File: config.mk
export PLATFORM = sky130hd
export DESIGN_NAME = gelato_split_table_sched
export DESIGN_NICKNAME = d
export VERILOG_FILES = /design/src/rtl/gelato_types.sv /design/src/rtl/gelato_rr_arbiter.sv /design/src/rtl/gelato_split_table_sched.sv
export SDC_FILE = /design/constraint.sdc
export NUM_CORES = 1
export LEC_CHECK = 0
export BUFFER_PORTS_ARGS = -buffer_cell sky130_fd_sc_hd__buf_4
export CORE_ASPECT_RATIO = 1.25
export CORE_UTILIZATION = 57
export CTS_CLUSTER_DIAMETER = 200
export DETAILED_ROUTE_END_ITERATION = 7
export PLACE_DENSITY_LB_ADDON = 0.25
export SETUP_SLACK_MARGIN = 0.2
export SLEW_MARGIN = 10
export SYNTH_ARGS = -nofsm -noshare
export SYNTH_HDL_FRONTEND = slang
export SYNTH_SLANG_ARGS = --single-unit
File: constraint.sdc
create_clock -name clk -period 6.83 [get_ports clk]
set_clock_uncertainty 0.15 [all_clocks]
set_input_delay 1.0245 -clock clk [delete_from_list [all_inputs] [get_ports clk]]
set_output_delay 1.0245 -clock clk [all_outputs]
set_load 0.005 [all_outputs]
File: src/rtl/gelato_types.sv
// Shared types for the gelato per-warp split-table scheduler.
package gelato_types;

  localparam int NUM_SPLITS = 4;
  localparam int ADDR_W     = 32;

  typedef logic [ADDR_W-1:0]             addr_t;
  typedef logic [$clog2(NUM_SPLITS)-1:0] split_table_num_t;

  typedef enum logic [1:0] {
    SPLIT_FREE     = 2'd0,
    SPLIT_READY    = 2'd1,
    SPLIT_INFLIGHT = 2'd2,
    SPLIT_STALLED  = 2'd3
  } split_state_t;

endpackage

File: src/rtl/gelato_rr_arbiter.sv
// Combinational round-robin arbiter: grants the first request at or after ptr_i, wrapping.
module gelato_rr_arbiter #(
  parameter int NUM_REQ = 4,
  parameter int IDX_W   = $clog2(NUM_REQ)
) (
  input  logic [NUM_REQ-1:0] req_i,
  input  logic [IDX_W-1:0]   ptr_i,
  output logic [NUM_REQ-1:0] gnt_o,
  output logic [IDX_W-1:0]   gnt_idx_o,
  output logic               any_o
);

  logic [IDX_W-1:0] cand;
  logic             found;

  // NUM_REQ is a power of two, so the index add wraps naturally.
  always_comb begin
    gnt_o     = '0;
    gnt_idx_o = '0;
    found     = 1'b0;
    cand      = '0;
    for (int i = 0; i < NUM_REQ; i++) begin
      cand = ptr_i + IDX_W'(i);
      if (!found && req_i[cand]) begin
        found       = 1'b1;
        gnt_idx_o   = cand;
        gnt_o[cand] = 1'b1;
      end
    end
    any_o = found;
  end

endmodule

File: src/rtl/gelato_split_table_sched.sv
// Per-warp split table: holds divergent paths, offers READY ones round-robin to fetch,
// and tracks them through update, fork and retire events.
module gelato_split_table_sched #(
  parameter int NUM_SPLITS  = gelato_types::NUM_SPLITS,
  parameter int SPLIT_NUM_W = $clog2(NUM_SPLITS)
) (
  input  logic                     clk,
  input  logic                     rst,
  input  logic                     init_valid,
  input  gelato_types::addr_t      init_pc,
  output logic                     sel_valid,
  input  logic                     sel_ready,
  output gelato_types::addr_t      sel_pc,
  output logic [SPLIT_NUM_W-1:0]   sel_split_table_num,
  input  logic                     upd_valid,
  input  logic                     upd_stall,
  input  gelato_types::addr_t      upd_pc,
  input  logic [SPLIT_NUM_W-1:0]   upd_split_table_num,
  input  logic                     fork_valid,
  input  gelato_types::addr_t      fork_pc,
  output logic                     fork_ready,
  output logic [SPLIT_NUM_W-1:0]   fork_split_table_num,
  input  logic                     wb_valid,
  input  logic [SPLIT_NUM_W-1:0]   wb_split_table_num,
  output logic [SPLIT_NUM_W:0]     active_count,
  output logic                     idle
);
  import gelato_types::*;

  split_state_t            state_q [NUM_SPLITS];
  split_state_t            state_d [NUM_SPLITS];
  addr_t                   pc_q    [NUM_SPLITS];
  addr_t                   pc_d    [NUM_SPLITS];
  logic [SPLIT_NUM_W-1:0]  rr_ptr_q, rr_ptr_d;

  logic [NUM_SPLITS-1:0]   ready_req;
  logic [NUM_SPLITS-1:0]   gnt_onehot;
  logic [SPLIT_NUM_W-1:0]  gnt_idx;
  logic                    gnt_any;
  logic                    sel_fire;
  logic                    sel_taken;
  logic                    free_found;

  always_comb begin
    for (int i = 0; i < NUM_SPLITS; i++) begin
      ready_req[i] = (state_q[i] == SPLIT_READY);
    end
  end

  gelato_rr_arbiter #(
    .NUM_REQ (NUM_SPLITS),
    .IDX_W   (SPLIT_NUM_W)
  ) u_arb (
    .req_i     (ready_req),
    .ptr_i     (rr_ptr_q),
    .gnt_o     (gnt_onehot),
    .gnt_idx_o (gnt_idx),
    .any_o     (gnt_any)
  );

  assign sel_valid           = gnt_any;
  assign sel_pc              = gnt_any ? pc_q[gnt_idx] : '0;
  assign sel_split_table_num = gnt_any ? gnt_idx : '0;
  assign sel_fire            = gnt_any && sel_ready;

  // Lowest-FREE priority encoder and occupancy count, both from registered state.
  always_comb begin
    free_found           = 1'b0;
    fork_split_table_num = '0;
    active_count         = '0;
    for (int i = 0; i < NUM_SPLITS; i++) begin
      if (state_q[i] == SPLIT_FREE) begin
        if (!free_found) begin
          free_found           = 1'b1;
          fork_split_table_num = SPLIT_NUM_W'(i);
        end
      end else begin
        active_count = active_count + (SPLIT_NUM_W+1)'(1);
      end
    end
    fork_ready = free_found;
    idle       = (active_count == '0);
  end

  // Per-entry event priority: init > wb > update > select > fork.
  always_comb begin
    rr_ptr_d  = rr_ptr_q;
    sel_taken = 1'b0;
    for (int i = 0; i < NUM_SPLITS; i++) begin
      state_d[i] = state_q[i];
      pc_d[i]    = pc_q[i];
      if (init_valid) begin
        state_d[i] = (i == 0) ? SPLIT_READY : SPLIT_FREE;
        pc_d[i]    = (i == 0) ? init_pc : '0;
      end else if (wb_valid && wb_split_table_num == SPLIT_NUM_W'(i)) begin
        state_d[i] = SPLIT_FREE;
      end else if (upd_valid && upd_split_table_num == SPLIT_NUM_W'(i) &&
                   (state_q[i] == SPLIT_INFLIGHT || state_q[i] == SPLIT_STALLED)) begin
        pc_d[i]    = upd_pc;
        state_d[i] = upd_stall ? SPLIT_STALLED : SPLIT_READY;
      end else if (sel_fire && gnt_onehot[i]) begin
        state_d[i] = SPLIT_INFLIGHT;
        sel_taken  = 1'b1;
      end else if (fork_valid && fork_ready && fork_split_table_num == SPLIT_NUM_W'(i)) begin
        pc_d[i]    = fork_pc;
        state_d[i] = SPLIT_READY;
      end
    end
    if (init_valid) begin
      rr_ptr_d = '0;
    end else if (sel_taken) begin
      rr_ptr_d = gnt_idx + SPLIT_NUM_W'(1);
    end
  end

  always_ff @(posedge clk) begin
    if (rst) begin
      rr_ptr_q <= '0;
      for (int i = 0; i < NUM_SPLITS; i++) begin
        state_q[i] <= SPLIT_FREE;
        pc_q[i]    <= '0;
      end
    end else begin
      rr_ptr_q <= rr_ptr_d;
      for (int i = 0; i < NUM_SPLITS; i++) begin
        state_q[i] <= state_d[i];
        pc_q[i]    <= pc_d[i];
      end
    end
  end

endmodule

==> results_dict.tcl, run 1 <==
set metrics [dict create \
    outcome "completed" \
    setup-tns-final_ns 0 \
    max_freq_ghz 0.176 \
    cells_traversed_along_the_worst_timing_path "inv_1 > ha_1 > nor2_1 > a22oi_1 > a21oi_1 > nor2_1 > a221o_4 > buf_4 > mux2i_1 > o22ai_1 > buf_4" \
    post-route-period-util_pct 83.0 \
    max-vdd-ir-drop_v 0.000186 \
    post_synth_edffs 128 \
    final_antenna_net_count 0 \
    drive_above_1_share_pct 26.2 \
    multiInputGateArea_um2 4340 \
    row_count 50 \
    post-route-cell-area_um2 10400 \
    total_via_count_after_detailed_routing 7953 \
    timing.critical_path.to "sel_pc[30]" \
    worstSkewPairLatency_ns 0.43 \
    die_width_um 113 \
    worst_setup_path_start_kind "register" \
    ys_dominant_reg_cell "edfxtp_1" \
    final_setup_vio_count 0 \
    postCtsResizedCells 0 \
    via_count_of_the_first_global_routing_pass 7670 \
    final-instance-count-excl-fill 1219 \
    worst_hold_path_type "register to register" \
    io_buffer_count 149 \
    ctsLongestPathBuffers 2 \
    drt_iter0_drc 780 \
    reg2reg_slack_ns 1.70 \
    synth_cell_types 57 \
    max_slew_margin_pct 19.3 \
    post_synth_main_area_contributors "edfxtp_1 44%, mux2i_1 7.8%, nand2_1 7.5%" \
    worstMarginPinSlew_ns 1.21 \
    floorplan.io_pins 150 \
    synth.cell_area_um2 8700 \
    synth-seq-area-share_pct 46.5 \
    finalNetCount 1146 \
    design_power_total_mw 2.11 \
    ff_latch_area_um2 4040 \
    postRouteWirelength_mm 26.4 \
    element_type_at_the_critical_path_end "primary output" \
    cap_violations 0 \
    clockRootBuffer "clkbuf_16" \
    cts.hold.buffers_added 0 \
    drt_pre_antenna_iters 5 \
    synth-async-reset-ratio_pct 0 \
    worst_path_fanout_max 33 \
    postSynthCellCount 913 \
    core_region_area_um2 15000 \
    synth.ff_latch_count 138 \
    worst_setup_hold_path_clk_slew_ns 0.05 \
    timing.reg2reg.worst_path_depth 11 \
    worstPathRequired_ns 5.66 \
    critical_path.startpoint "rr_ptr_q[0]" \
    dp_worst_setup_slack_ns 1.68 \
    pwr_density_cell_nw_per_um2 202 \
    globalRoute.totalOverflow 0 \
    fp.dieArea_um2 15800 \
    rr_endpoint "pc_q[1][11]" \
    cts_buffers 17 \
    worst_r2r_startpoint "rr_ptr_q[0]" \
    wl_per_cell_um 21.7 \
    routabilityCongestion 0.886 \
    number_of_antenna_violations_at_the_first_check_in_global_routing 0 \
    dp_hpwl_mm 15.9 \
    timing.critical_path.arrival_ns 4.50 \
    dpl-instance-area_um2 9910 \
    postCtsSetupRepairBufs 0 \
    post_synth.cell_area_avg_um2 9.53 \
    synth.yosys.warnings 0 \
    grt_util_all_layers_pct 34.4 \
    cts.sinks 138 \
    drt-vias-per-instance 6.52 \
    dieHeight_um 140 \
    netlist.top_cell.by_area "edfxtp_1" \
    crit_path_top_delay_cell "dfxtp_1" \
    synth.top_cell.area_share_pct 44.2 \
    antenna_cells 0 \
    grt_first_pass_wirelength_mm 41.0 \
    leakage_power_figure_nw 3.99 \
    final_hold_viol_count 0 \
    initial_utilization_pct 58.2 \
    fill_cells 1174 \
    unrepaired_setup_endpoints_after_global_routing "no" \
    period_minus_slack_ns 5.67 \
    timing.setup.critical_path_class "register to primary output" \
    syn-num-nets 1034 \
    cts.htree.levels 4 \
    dpl.cell_count 1188 \
    areaGrowthSynthToFinish_pct 19.8 \
    critPathMaxStageDelay_ns 0.69 \
    number_of_pins_exceeding_their_max_slew_limit_in_the_final_report 0 \
    tritoncts "done" \
    maximum_number_of_pins_on_one_net_before_global_route_repair 38 \
    setup_slack_ns 1.16 \
    drc 0 \
]
[registers in the layout (all words and copies together), names as in the netlist]
name / cells
state_q: 8
pc_q: 128
rr_ptr_q: 2
[power breakdown]
group / total (mW) / switching, mW / internal, mW
Combinational: 0.290 / 0.165 / 0.125
Clock: 0.831 / 0.339 / 0.492
Sequential: 0.989 / 0.0161 / 0.973
Total: 2.11 / 0.520 / 1.59
[kinds of logic after synthesis]
| kind of cell | Yosys count | synth area share, % |
|---|---|---|
| simple gates | 353 | 18.8 |
| compound gates | 250 | 19.8 |
| flops | 138 | 46.5 |
| buf+inv | 85 | 4.48 |
| mux | 70 | 8.21 |
| fa+ha+maj | 13 | 1.87 |
| xor+xnor | 4 | 0.403 |
[synthesized netlist by cell type, drive strengths merged, types with 3 or more instances]
master,n
xnor2,3
or2,5
a211oi,3
and3,3
ha,13
a22oi,34
nor3,21
edfxtp,128
inv,10
a21o,34
clkbuf,54
o21ai,15
dfxtp,10
o22ai,32
a22o,5
nand3,70
nor2b,7
a21oi,110
nor2,50
mux2i,68
buf,21
a31oi,5
nand3b,3
o31ai,4
nand2b,7
nor3b,3
nand2,175
[cell usage in the layout, fill, tap and decap left out, types with 7 or more instances in the layout]
master     count
nand2_1      173
buf_4        168
edfxtp_1     128
a21oi_1      110
nand3_1       70
mux2i_1       68
a21o_1        34
o22ai_1       32
a22oi_2       30
nor2_2        28
nor2_1        22
nor3_1        21
clkbuf_16     17
ha_1          13
o21ai_0       12
dfxtp_1       10
inv_1          9
nand2b_1       7
nor2b_1        7
[critical path, delay by kind of cell (launching register included)]
family          cells  cell delay [ns]
flops               1             0.69
compound gates      4             1.31
mux                 1             0.24
buf+inv             3             0.95
simple gates        2             0.25
fa+ha+maj           1             0.60
[worst min path at each step]
| stage | to | from | depth (start not counted) |
|---|---|---|---|
| 3_3_place_gp | state_q[1][0] | state_q[1][0] | 2 |
| 2_1_floorplan | rr_ptr_q[1] | rr_ptr_q[1] | 2 |
| 4_1_cts | rr_ptr_q[1] | rr_ptr_q[1] | 2 |
| 3_5_place_dp | rr_ptr_q[1] | rr_ptr_q[1] | 2 |
| 6_report | state_q[1][0] | state_q[1][0] | 2 |
| 5_1_grt | state_q[1][1] | state_q[1][1] | 2 |
[metrics by stage]
stage / hold slack (ns) / utilization, %
after floorplan: 0.400 / -
after global placement: 0.450 / 66.3
after detailed placement: 0.473 / 66.3
after CTS: 0.484 / 69.7
after global routing: 0.520 / 69.7
final: 0.495 / 69.7
[final cells by class]
type                    count  area share [%]
repair buffers            168            12.1
flip-flops and latches    138            38.8
clock buffers              21            4.22
well taps                 182            2.18
inverters                  10           0.360
multi-input cells         690            41.6
clock inverters            10           0.756
[layer usage]
| layer | routed length, um | global-route usage (%) |
|---|---|---|
| met5 | 0 | 0 |
| met4 | 810 | 14.7 |
| met3 | 2480 | 5.24 |
| met2 | 13200 | 59.3 |
| met1 | 9930 | 43.0 |
Note: power is estimated with default switching activity, not from simulation.
==> inputs of run 2 (changes only) <==
CORE_UTILIZATION = 52   (was 57)
clock period = 5 ns   (was 6.83 ns; I/O delays follow)
==> results_dict.tcl, run 2 (synthesis results as in run 1) <==
set metrics [dict create \
    postCtsSetupRepairBufs 0 \
    maximum_number_of_pins_on_one_net_before_global_route_repair 37 \
    worst_setup_hold_path_clk_slew_ns 0.06 \
    wl_per_cell_um 21.2 \
    die_width_um 118 \
    routabilityCongestion 0.884 \
    cap_violations 0 \
    row_count 52 \
    cts.htree.levels 4 \
    worstPathRequired_ns 4.10 \
    drc 0 \
    max_freq_ghz 0.221 \
    postRouteWirelength_mm 26.8 \
    layout_common_cells "174 x buf_4, 173 x nand2_1, 128 x edfxtp_1, 110 x a21oi_1, 70 x nand3_1" \
    core_region_area_um2 16300 \
    via_count_of_the_first_global_routing_pass 7927 \
    drive_above_1_share_pct 27.8 \
    sw_frac_of_total_pct 24.5 \
    grt_first_pass_wirelength_mm 42.5 \
    period_minus_slack_ns 4.52 \
    timing.critical_path.arrival_ns 3.62 \
    number_of_pins_exceeding_their_max_slew_limit_in_the_final_report 0 \
    worstSkewPairLatency_ns 0.42 \
    largest-register "pc_q" \
    hold_path_depth 3 \
    unrepaired_setup_endpoints_after_global_routing "no" \
    ctsLongestPathBuffers 2 \
    post-route-cell-area_um2 10700 \
    rr_endpoint "pc_q[0][1]" \
    final_hold_viol_count 0 \
    areaGrowthSynthToFinish_pct 22.8 \
    crit_path_top_delay_cell "a221o_4" \
    worstMarginPinSlew_ns 0.996 \
    ff_latch_area_um2 4040 \
    pwr_density_cell_nw_per_um2 284 \
    worst_path_fanout_max 31 \
    floorplan.io_pins 150 \
    fp.dieArea_um2 17300 \
    globalRoute.totalOverflow 0 \
    setup-tns-final_ns 0 \
    drt-vias-per-instance 6.27 \
    antenna_cells 0 \
    cts.sinks 138 \
    worst_hold_startpoint "upd_stall" \
    outcome "completed" \
    max_slew_margin_pct 33.6 \
    layout_commonest_cell "buf_4" \
    worst_setup_path_start_kind "register" \
    grt_util_all_layers_pct 31.9 \
    postCtsResizedCells 0 \
    max-vdd-ir-drop_v 0.000221 \
    dieHeight_um 147 \
    element_type_at_the_critical_path_end "primary output" \
    worst-path-buf-inv 3 \
    drt_pre_antenna_iters 5 \
    drt_iter0_drc 748 \
    pwr-share-comb_pct 13.4 \
    post-route-period-util_pct 90.3 \
    worst_path_dominant_cell_family "compound AO/OA/AOI/OAI gates" \
    cts.hold.buffers_added 0 \
    finalNetCount 1156 \
    final_setup_vio_count 0 \
    pwr-share-clk_pct 42.2 \
    io_buffer_count 149 \
    critPathMaxStageDelay_ns 0.55 \
    dpl-instance-area_um2 10100 \
    dp_hpwl_mm 16.6 \
    initial_utilization_pct 53.5 \
    worst_hold_path_type "input port to register" \
    timing.reg2reg.worst_path_depth 11 \
    worst_slack_on_hold_paths_ns 0.455 \
    cell_int_power_mw 2.29 \
    clockRootBuffer "clkbuf_16" \
    cells_traversed_along_the_worst_timing_path "inv_2 > ha_2 > nor2b_1 > a22oi_2 > a21oi_1 > nor2_1 > a221o_4 > buf_12 > mux2i_1 > o22ai_1 > buf_4" \
    leakage_power_figure_nw 4.09 \
    fill_cells 1351 \
    power.switching_mw 0.746 \
    hold_end "state_q[2][1]" \
    tritoncts "done" \
    reg2reg_slack_ns 0.94 \
    cts_buffers 17 \
    worst_r2r_startpoint "rr_ptr_q[1]" \
    final_antenna_net_count 0 \
    timing.setup.critical_path_class "register to primary output" \
    total_via_count_after_detailed_routing 7920 \
    number_of_antenna_violations_at_the_first_check_in_global_routing 0 \
    top_regs "pc_q (128), state_q (8), rr_ptr_q (2)" \
    seq_power_share_pct 44.4 \
    number_of_flip_flops_under_the_largest_register_name 128 \
    multiInputGateArea_um2 4350 \
]
## run 2: cell count changes in the layout (fill, tap and decap cells not counted), moves of 2 or more
cell       previous run  this run
buf_4               168       174
buf_12                0         4
clkbuf_1              4         0
bufinv_16             1         3
clkinv_4              1         3
## run 2: how the worst max path moves through the flow
stage                     start         end  slack, ns  depth (start not counted)
floorplan           rr_ptr_q[0]  pc_q[1][0]       0.52                          9
global placement    rr_ptr_q[1]  sel_pc[28]       0.92                         11
detailed placement  rr_ptr_q[1]  sel_pc[20]       0.87                         11
CTS                 rr_ptr_q[1]  sel_pc[20]       0.38                         11
global route        rr_ptr_q[1]  sel_pc[20]       0.23                         11
finish              rr_ptr_q[1]  sel_pc[20]       0.48                         11
## run 2: power groups by stage
| stage | combinational [mW] | clock [mW] | sequential [mW] |
|---|---|---|---|
| 3_3_place_gp | 0.398 | 0 | 1.37 |
| 4_1_cts | 0.407 | 1.29 | 1.35 |
| 2_1_floorplan | 0.201 | 0 | 1.37 |
| 6_report | 0.409 | 1.28 | 1.35 |
| 5_1_grt | 0.442 | 1.34 | 1.35 |
| 3_5_place_dp | 0.404 | 0 | 1.37 |
## run 2: per-stage QoR
step | util [%] | power [mW] | cells | worst slack [ns]
floorplan | - | 1.57 | 913 | 0.518
detailed placement | 61.9 | 1.78 | 1232 | 0.870
CTS | 65.6 | 3.04 | 1264 | 0.383
finish | 65.7 | 3.04 | 1264 | 0.483
global route | 65.7 | 3.13 | 1264 | 0.227
global placement | 61.9 | 1.77 | 1232 | 0.924
## run 2: worst reg2reg max path, stage by stage, from the launching register on
cell,delay (ns)
dfxtp_1,0.52
inv_2,0.17
ha_2,0.51
nor2b_1,0.23
a22oi_2,0.12
a21oi_1,0.33
a22o_1,0.18
o31a_1,0.32
a21o_1,0.76
buf_4,0.32
a21o_1,0.10
a21oi_1,0.07
## run 2: layout make-up
class                      count  share of cell area (%)
multi-input combinational    690                    40.7
sequential                   138                    37.8
timing repair buffer         178                    13.0
clock buffer                  17                    3.98
tap                          216                    2.53
clock inverter                15                    1.64
inverter                      10                   0.351
## run 2: per-layer routing
layer / global-route usage [%] / up-vias / part of all wire (%)
li1: - / 3593 / -
met1: 38.9 / 3789 / 37
met2: 54.6 / 475 / 50
met3: 6.09 / 63 / 9.6
met4: 13.8 / 0 / 3.0
met5: 0 / - / 0
==> inputs of run 3 (changes only) <==
CORE_UTILIZATION = 57   (was 52)
clock period = 4.8 ns   (was 5 ns; I/O delays follow)
==> results_dict.tcl, run 3 (synthesis results as in run 1) <==
set metrics [dict create \
    max_freq_ghz 0.230 \
    cts.hold.buffers_added 0 \
    postRouteWirelength_mm 26.6 \
    floorplan.io_pins 150 \
    worstSkewPairLatency_ns 0.43 \
    dieHeight_um 140 \
    period_minus_slack_ns 4.35 \
    worst_path_fanout_max 28 \
    worstPathRequired_ns 3.93 \
    ff_latch_area_um2 4040 \
    routabilityCongestion 0.902 \
    clockRootBuffer "clkbuf_16" \
    reg2reg_slack_ns 0.88 \
    timing.reg2reg.worst_path_depth 11 \
    worst_setup_path_start_kind "register" \
    critPathMaxStageDelay_ns 0.51 \
    drt-vias-per-instance 6.48 \
    final-instance-count-excl-fill 1239 \
    final_hold_viol_count 0 \
    drive_above_1_share_pct 28.0 \
    hold_end "state_q[1][1]" \
    element_type_at_the_critical_path_end "primary output" \
    top_regs "pc_q (128), state_q (8), rr_ptr_q (2)" \
    drt_pre_antenna_iters 6 \
    cells_traversed_along_the_worst_timing_path "inv_2 > ha_2 > nor4bb_1 > a31oi_1 > a21oi_1 > nor2_1 > a221o_4 > buf_12 > mux2i_1 > o22ai_1 > buf_4" \
    globalRoute.totalOverflow 0 \
    grt_first_pass_wirelength_mm 41.7 \
    die_width_um 113 \
    row_count 50 \
    antenna_cells 0 \
    via_count_of_the_first_global_routing_pass 7846 \
    worst_path_dominant_cell_family "compound AO/OA/AOI/OAI gates" \
    final_antenna_net_count 0 \
    multiInputGateArea_um2 4340 \
    largest-register "pc_q" \
    timing.setup.critical_path_class "register to primary output" \
    fill_cells 1139 \
    layout_commonest_cell "buf_4" \
    fp.dieArea_um2 15800 \
    post-route-period-util_pct 90.7 \
    cts.sinks 138 \
    worst_setup_hold_path_clk_slew_ns 0.06 \
    core_region_area_um2 15000 \
    timing.critical_path.arrival_ns 3.48 \
    wl_per_cell_um 21.4 \
    drc 0 \
    grt_util_all_layers_pct 34.5 \
    outcome "completed" \
    layout_common_cells "183 x buf_4, 174 x nand2_1, 128 x edfxtp_1, 110 x a21oi_1, 70 x nand3_1" \
    dp_hpwl_mm 16.6 \
    ctsLongestPathBuffers 2 \
    io_buffer_count 149 \
    pwr_density_cell_nw_per_um2 300 \
    tritoncts "done" \
    dpl.cell_count 1199 \
    crit_path_top_delay_cell "dfxtp_1" \
    cap_violations 0 \
    worst_hold_startpoint "upd_stall" \
    total_via_count_after_detailed_routing 8024 \
    worst_r2r_startpoint "rr_ptr_q[1]" \
    cts.htree.levels 4 \
    areaGrowthSynthToFinish_pct 23.1 \
    maximum_number_of_pins_on_one_net_before_global_route_repair 37 \
    leakage_power_figure_nw 4.14 \
    max_slew_margin_pct 23.9 \
    number_of_antenna_violations_at_the_first_check_in_global_routing 0 \
    drt_iter0_drc 781 \
    finalNetCount 1165 \
    hold_path_depth 3 \
    worstMarginPinSlew_ns 1.14 \
    rr_endpoint "pc_q[0][20]" \
    final_setup_vio_count 0 \
    setup_slack_ns 0.447 \
    number_of_flip_flops_under_the_largest_register_name 128 \
    design_power_total_mw 3.21 \
    max-vdd-ir-drop_v 0.000186 \
    dp_worst_setup_slack_ns 0.686 \
    cts_buffers 17 \
    worst-path-buf-inv 3 \
    setup-tns-final_ns 0 \
    worst_hold_path_type "input port to register" \
    initial_utilization_pct 58.2 \
    unrepaired_setup_endpoints_after_global_routing "no" \
    number_of_pins_exceeding_their_max_slew_limit_in_the_final_report 0 \
]
## run 3: cell count changes in the layout (fill, tap and decap cells not counted), moves of 2 or more
cell      delta
clkbuf_1     +2
clkinv_2     -3
clkbuf_8     +3
buf_4        +9
## run 3: report_power, final
| group | internal, mW | switching, mW |
|---|---|---|
| combinational | 0.193 | 0.237 |
| clock | 0.859 | 0.516 |
| sequential | 1.38 | 0.0249 |
## run 3: layout make-up
type / instances / share of cell area [%]
Inverter: 10 / 0.350
Timing Repair Buffer: 187 / 13.6
Clock buffer: 22 / 4.42
Tap cell: 182 / 2.12
Sequential cell: 138 / 37.7
Clock inverter: 10 / 1.31
Multi-Input combinational cell: 690 / 40.5
## run 3: what timing repair did
action | in CTS | in global routing
gates resized for setup | 0 | 2
setup buffers | 0 | 8
endpoints found under the setup margin | 0 | 24
## run 3: layer usage
metal	global-route usage [%]	wire length, um	up-vias
met3	5.67	2460	73
met4	15.8	896	0
li1	-	-	3611
met1	42.8	9840	3814
met5	0	0	-
met2	59.2	13400	526
## run 3: worst min-delay path: stages
cell	delay (ns)
buf_4	0.13
nand2_1	0.05
a21oi_1	0.05
## run 3: worst max path at each step
stage / startpoint / end / slack (ns) / cells after the start
after floorplan: rr_ptr_q[0] / pc_q[1][0] / 0.32 / 9
after global placement: rr_ptr_q[1] / sel_pc[13] / 0.79 / 11
after detailed placement: rr_ptr_q[1] / sel_pc[13] / 0.69 / 11
after CTS: rr_ptr_q[1] / sel_pc[12] / 0.22 / 11
after global routing: rr_ptr_q[1] / sel_pc[14] / 0.35 / 11
final: rr_ptr_q[1] / sel_pc[12] / 0.45 / 11
## run 3: stage by stage
stage                     utilization (%)  area, um2  hold slack (ns)
after detailed placement             67.1      10000            0.469
final                                71.7      10700            0.432
after global placement               67.1      10000            0.448
after CTS                            71.2      10700            0.423
after floorplan                         -       8710            0.400
after global routing                 71.7      10700            0.447
